==> src/rtl/song_sequencer.sv <==
// song_sequencer: beat-driven melody reader; walks a song ROM and holds
// each entry's note for its programmed number of tempo beats.
//
// Parameters:
//   SONG_LEN - ROM depth in entries (last address SONG_LEN-1)
//   ADDR_W   - ROM address width, 2**ADDR_W >= SONG_LEN
//   NOTE_W   - note code width, code 0 is a rest
//   DUR_W    - duration field width, in beats
// Ports:
//   clk, rst_n - clock, asynchronous active-low reset
//   beat       - one-cycle tempo strobe
//   start/stop - one-cycle playback control pulses
//   loop_en    - restart at address 0 at end of song
//   rom_addr   - ROM read address (registered)
//   rom_data   - ROM word {note, duration}, valid one cycle after rom_addr
//   note       - current note code
//   note_on    - non-rest note sounding
//   playing    - sequencer not idle
//   done       - one-cycle pulse on natural end of song without looping
module song_sequencer #(
    parameter int SONG_LEN = 32,
    parameter int ADDR_W   = 5,
    parameter int NOTE_W   = 5,
    parameter int DUR_W    = 3
) (
    input  logic                    clk,
    input  logic                    rst_n,
    input  logic                    beat,
    input  logic                    start,
    input  logic                    stop,
    input  logic                    loop_en,
    output logic [ADDR_W-1:0]       rom_addr,
    input  logic [NOTE_W+DUR_W-1:0] rom_data,
    output logic [NOTE_W-1:0]       note,
    output logic                    note_on,
    output logic                    playing,
    output logic                    done
);

    typedef enum logic [1:0] {
        IDLE,
        FETCH,
        LOAD,
        HOLD
    } state_t;

    localparam logic [ADDR_W-1:0] LAST_ADDR = ADDR_W'(SONG_LEN - 1);

    state_t            r_state;
    logic [DUR_W-1:0]  r_dur_cnt;
    logic [ADDR_W-1:0] r_addr;
    logic [NOTE_W-1:0] r_note;
    logic              r_note_on;
    logic              r_playing;
    logic              r_done;

    logic [NOTE_W-1:0] w_rom_note;
    logic [DUR_W-1:0]  w_rom_dur;
    logic              w_last_beat;
    logic              w_end;

    assign w_rom_note = rom_data[NOTE_W+DUR_W-1:DUR_W];
    assign w_rom_dur  = rom_data[DUR_W-1:0];

    // Final beat of the entry currently being held.
    assign w_last_beat = (r_state == HOLD) && beat &&
                         (r_dur_cnt == DUR_W'(1));

    // End of song: an end marker (zero duration) in LOAD, or the last
    // beat of the final ROM address.
    assign w_end = ((r_state == LOAD) && (w_rom_dur == '0)) ||
                   (w_last_beat && (r_addr == LAST_ADDR));

    always_ff @(posedge clk or negedge rst_n) begin
        if (!rst_n) begin
            r_state   <= IDLE;
            r_dur_cnt <= '0;
            r_addr    <= '0;
            r_note    <= '0;
            r_note_on <= 1'b0;
            r_playing <= 1'b0;
            r_done    <= 1'b0;
        end else begin
            r_done <= 1'b0;
            if (stop) begin
                r_state   <= IDLE;
                r_addr    <= '0;
                r_note    <= '0;
                r_note_on <= 1'b0;
                r_playing <= 1'b0;
            end else if (w_end) begin
                if (loop_en) begin
                    // Note keeps sounding across the wrap.
                    r_addr  <= '0;
                    r_state <= FETCH;
                end else begin
                    r_done    <= 1'b1;
                    r_note    <= '0;
                    r_note_on <= 1'b0;
                    r_playing <= 1'b0;
                    r_state   <= IDLE;
                end
            end else begin
                case (r_state)
                    IDLE: begin
                        if (start) begin
                            r_addr    <= '0;
                            r_playing <= 1'b1;
                            r_state   <= FETCH;
                        end
                    end
                    FETCH: r_state <= LOAD;
                    LOAD: begin
                        r_note    <= w_rom_note;
                        r_note_on <= (w_rom_note != '0);
                        r_dur_cnt <= w_rom_dur;
                        r_state   <= HOLD;
                    end
                    HOLD: begin
                        if (w_last_beat) begin
                            r_addr  <= r_addr + ADDR_W'(1);
                            r_state <= FETCH;
                        end else if (beat) begin
                            r_dur_cnt <= r_dur_cnt - DUR_W'(1);
                        end
                    end
                    default: r_state <= IDLE;
                endcase
            end
        end
    end

    assign rom_addr = r_addr;
    assign note     = r_note;
    assign note_on  = r_note_on;
    assign playing  = r_playing;
    assign done     = r_done;

endmodule

==> config.mk <==
export PLATFORM = sky130hd
export DESIGN_NAME = song_sequencer
export DESIGN_NICKNAME = d
export VERILOG_FILES = /design/src/rtl/song_sequencer.sv
export SDC_FILE = /design/constraint.sdc
export NUM_CORES = 1
export LEC_CHECK = 0
export BUFFER_PORTS_ARGS = -buffer_cell sky130_fd_sc_hd__clkbuf_2
export CAP_MARGIN = 30
export CORE_MARGIN = 2
export CORE_UTILIZATION = 53
export CTS_CLUSTER_SIZE = 14
export DETAILED_ROUTE_END_ITERATION = 8
export GPL_TIMING_DRIVEN = 0
export PLACE_DENSITY = 0.82
export SLEW_MARGIN = 10
export SYNTH_ARGS = -nofsm -noshare
export SYNTH_HDL_FRONTEND = slang
export SYNTH_SLANG_ARGS = --single-unit
==> constraint.sdc <==
create_clock -name clk -period 2.2 [get_ports clk]
set_input_delay 0.11 -clock clk [delete_from_list [all_inputs] [get_ports clk]]
set_output_delay 0.11 -clock clk [all_outputs]
set_load 0.02 [all_outputs]
==> results.ini <==
[finish]
syn_to_final_growth_pct=19.3
n_antenna_cell=0
final_cells=173
drive_above_1_share_pct=34.5
fillCellCount=170
multi_input_area_um2=662
fin_area_mm2=0.00141
final_util_pct=65.4
seqCellArea_um2=450
layout.nets=168

[logic_synthesis]
yosys.area.top_type_share_pct=38.3
synth_area_mm2=0.00118
yosysTopAreaCell=dfrtp_1
ys.flop_type=dfrtp_1
synth_cell_type_count=41
ys_warn_count=0
synth_nets=137
synth.avg_cell_area_um2=10.2
synthArstFlopShare_pct=100
ys_seq_area_share_pct=38.3
syn_inst=115
synth_edf_count=0
ys_ff_latch=18
synth_most_common_cell=dfrtp_1
yosys-top-cells-area=dfrtp_1 (38%), ha_1 (8.5%), a21bo_2 (4.3%)
synth_commonest_cells=dfrtp_1 (18), inv_1 (13), ha_1 (8)

[global_route]
grt_max_degree=19
antenna_found_initial=0
gr-usage-met3_pct=4.09
grt_util_met1_pct=29.0
grt_pass1_vias=966
busiest_layer=met2
grtUsageTotal_pct=22.2
gr-usage-met2_pct=34.4
grt_pass1_wl_mm=4.28
grt-ovfl-total=0

[placement]
port_buffers=25
postPlaceCellArea_mm2=0.00134
post-place-cells=168
gp_congestion=0.785
detailed_place_hpwl_mm=1.91

[clock_tree]
numCtsBuffers=3
clkLatencyLatePin_ns=0.31
cts_buffer_depth=2
clk_pin_slew_ns=0.11
cts_tree=yes
cts.sinks=18
h-tree-depth=1
cts_root_buf=clkbuf_4

[hold_path]
min_path_type=in2reg

[sta]
fin_hold_ws_ns=0.0245
hold_viol=0
post-route-min-period_ns=2.10
maxSlewHeadroom_pct=64.7
fin_crit_sh_pct=95.4
slew_viol_final=0
finClkSkew_ns=0.00702
finalSetupViolCount=0
rsz0062_at_grt=true
worst_pin_slew_ns=0.529
fin_tns_setup_ns=0
fmax_ghz=0.476

[critical_path]
cp_max_fo=6
crit_required_ns=2.40
cp.arrival_ns=2.29
worstSetupPathType=reg2reg
end_kind=flop
cp-start-kind=flop

[die]
start_util_pct=54.8
coreArea_mm2=0.00215
die-area_mm2=0.00261
ios=27
die_h_um=51.1
fp.dieW_um=51.1
rows=17

[route]
drt_iter0_drc=27
ant_nets=0
vias_per_cell=6.02
firstDrtPassIters=4
dr_total_vias=1042
wire_per_inst_um=14.4
drt_wl_total_mm=2.50
drc_errors=0

[pwr]
power.density_mw_per_mm2=845
ir_drop_v=0.000409
p_leak_nw=0.683

[job]
drv_cap=0

[run_status]
outcome=completed

==> metal layers <==
metal,part of all wire [%],vias to the layer above
li1,-,493
met1,44,511
met2,48,28
met3,3.7,10
met4,3.5,0
met5,0,-
==> through the flow <==
| step | total power, mW | worst slack, ns |
|---|---|---|
| final | 1.19 | 0.101 |
| after global routing | 1.27 | -0.00717 |
| after CTS | 1.17 | 0.0199 |
| after detailed placement | 0.963 | 0.0560 |
| after global placement | 0.931 | 0.0974 |
| after floorplan | 0.821 | 0.0955 |
==> where the power goes <==
group          switching, mW  internal (mW)
Sequential            0.0570          0.402
Combinational          0.295          0.220
Clock                  0.111          0.101
==> cells by family (layout without fill, tap and decap cells) <==
| kind of cell | after synthesis | count (layout) | synth area share [%] |
|---|---|---|---|
| mux | 4 | 4 | 3.40 |
| simple gates | 30 | 30 | 16.5 |
| compound gates | 39 | 39 | 26.0 |
| flops | 18 | 18 | 38.3 |
| buf+inv | 16 | 46 | 7.33 |
| fa+ha+maj | 8 | 8 | 8.50 |
==> state kept, by name (all words and copies together), names as in the netlist <==
signal / cells
r_state: 2
done: 1
r_dur_cnt: 3
rom_addr: 5
playing: 1
note_on: 1
note: 5
==> worst paths after layout <==
path / start / endpoint / slack [ns] / cells after the start
min: loop_en / done / 0.02 / 2
max in group asynchronous: rst_n / note[0] / 1.64 / 2
min in group asynchronous: rst_n / r_state[1] / 0.26 / 2
max reg2reg: rom_addr[0] / rom_addr[2] / 0.10 / 7
min reg2reg: note[4] / note[4] / 0.50 / 1
max: rom_addr[0] / rom_addr[2] / 0.10 / 7
==> cells in the final DEF (no fill, tap or decap), types with 2 or more instances in the layout <==
cell / count
a22oi_1: 2
nor2_1: 7
ha_2: 2
dfrtp_1: 18
a21oi_1: 4
o21ai_0: 4
clkbuf_4: 3
clkbuf_8: 2
nand2_1: 4
nand4_1: 6
o2111ai_1: 5
clkbuf_2: 25
a21bo_2: 5
and3_1: 2
inv_1: 13
o21ai_1: 2
and2b_2: 2
ha_1: 6
mux2i_1: 4
o211ai_1: 2
==> cell type report <==
class | count | area share, %
tap | 28 | 2.49
clock buffer | 4 | 2.58
multi-input combinational | 81 | 47.1
timing repair buffer | 26 | 9.62
sequential | 18 | 32.1
inverter | 13 | 3.47
buffer | 3 | 2.67
==> timing repair <==
item,in CTS,in global routing
buffers inserted,0,0
hold buffers,1,0
gates resized for setup,0,7
hold endpoints to repair,18,0
setup endpoints to repair,0,13
==> critical path: stages (launching register included) <==
cell       delay, ns
dfrtp_1         0.43
ha_2            0.21
and3_1          0.19
ha_2            0.20
and3_1          0.20
a221o_2         0.42
o2111ai_1       0.23
o211ai_2        0.11
Power figures use the tool's default switching activity.
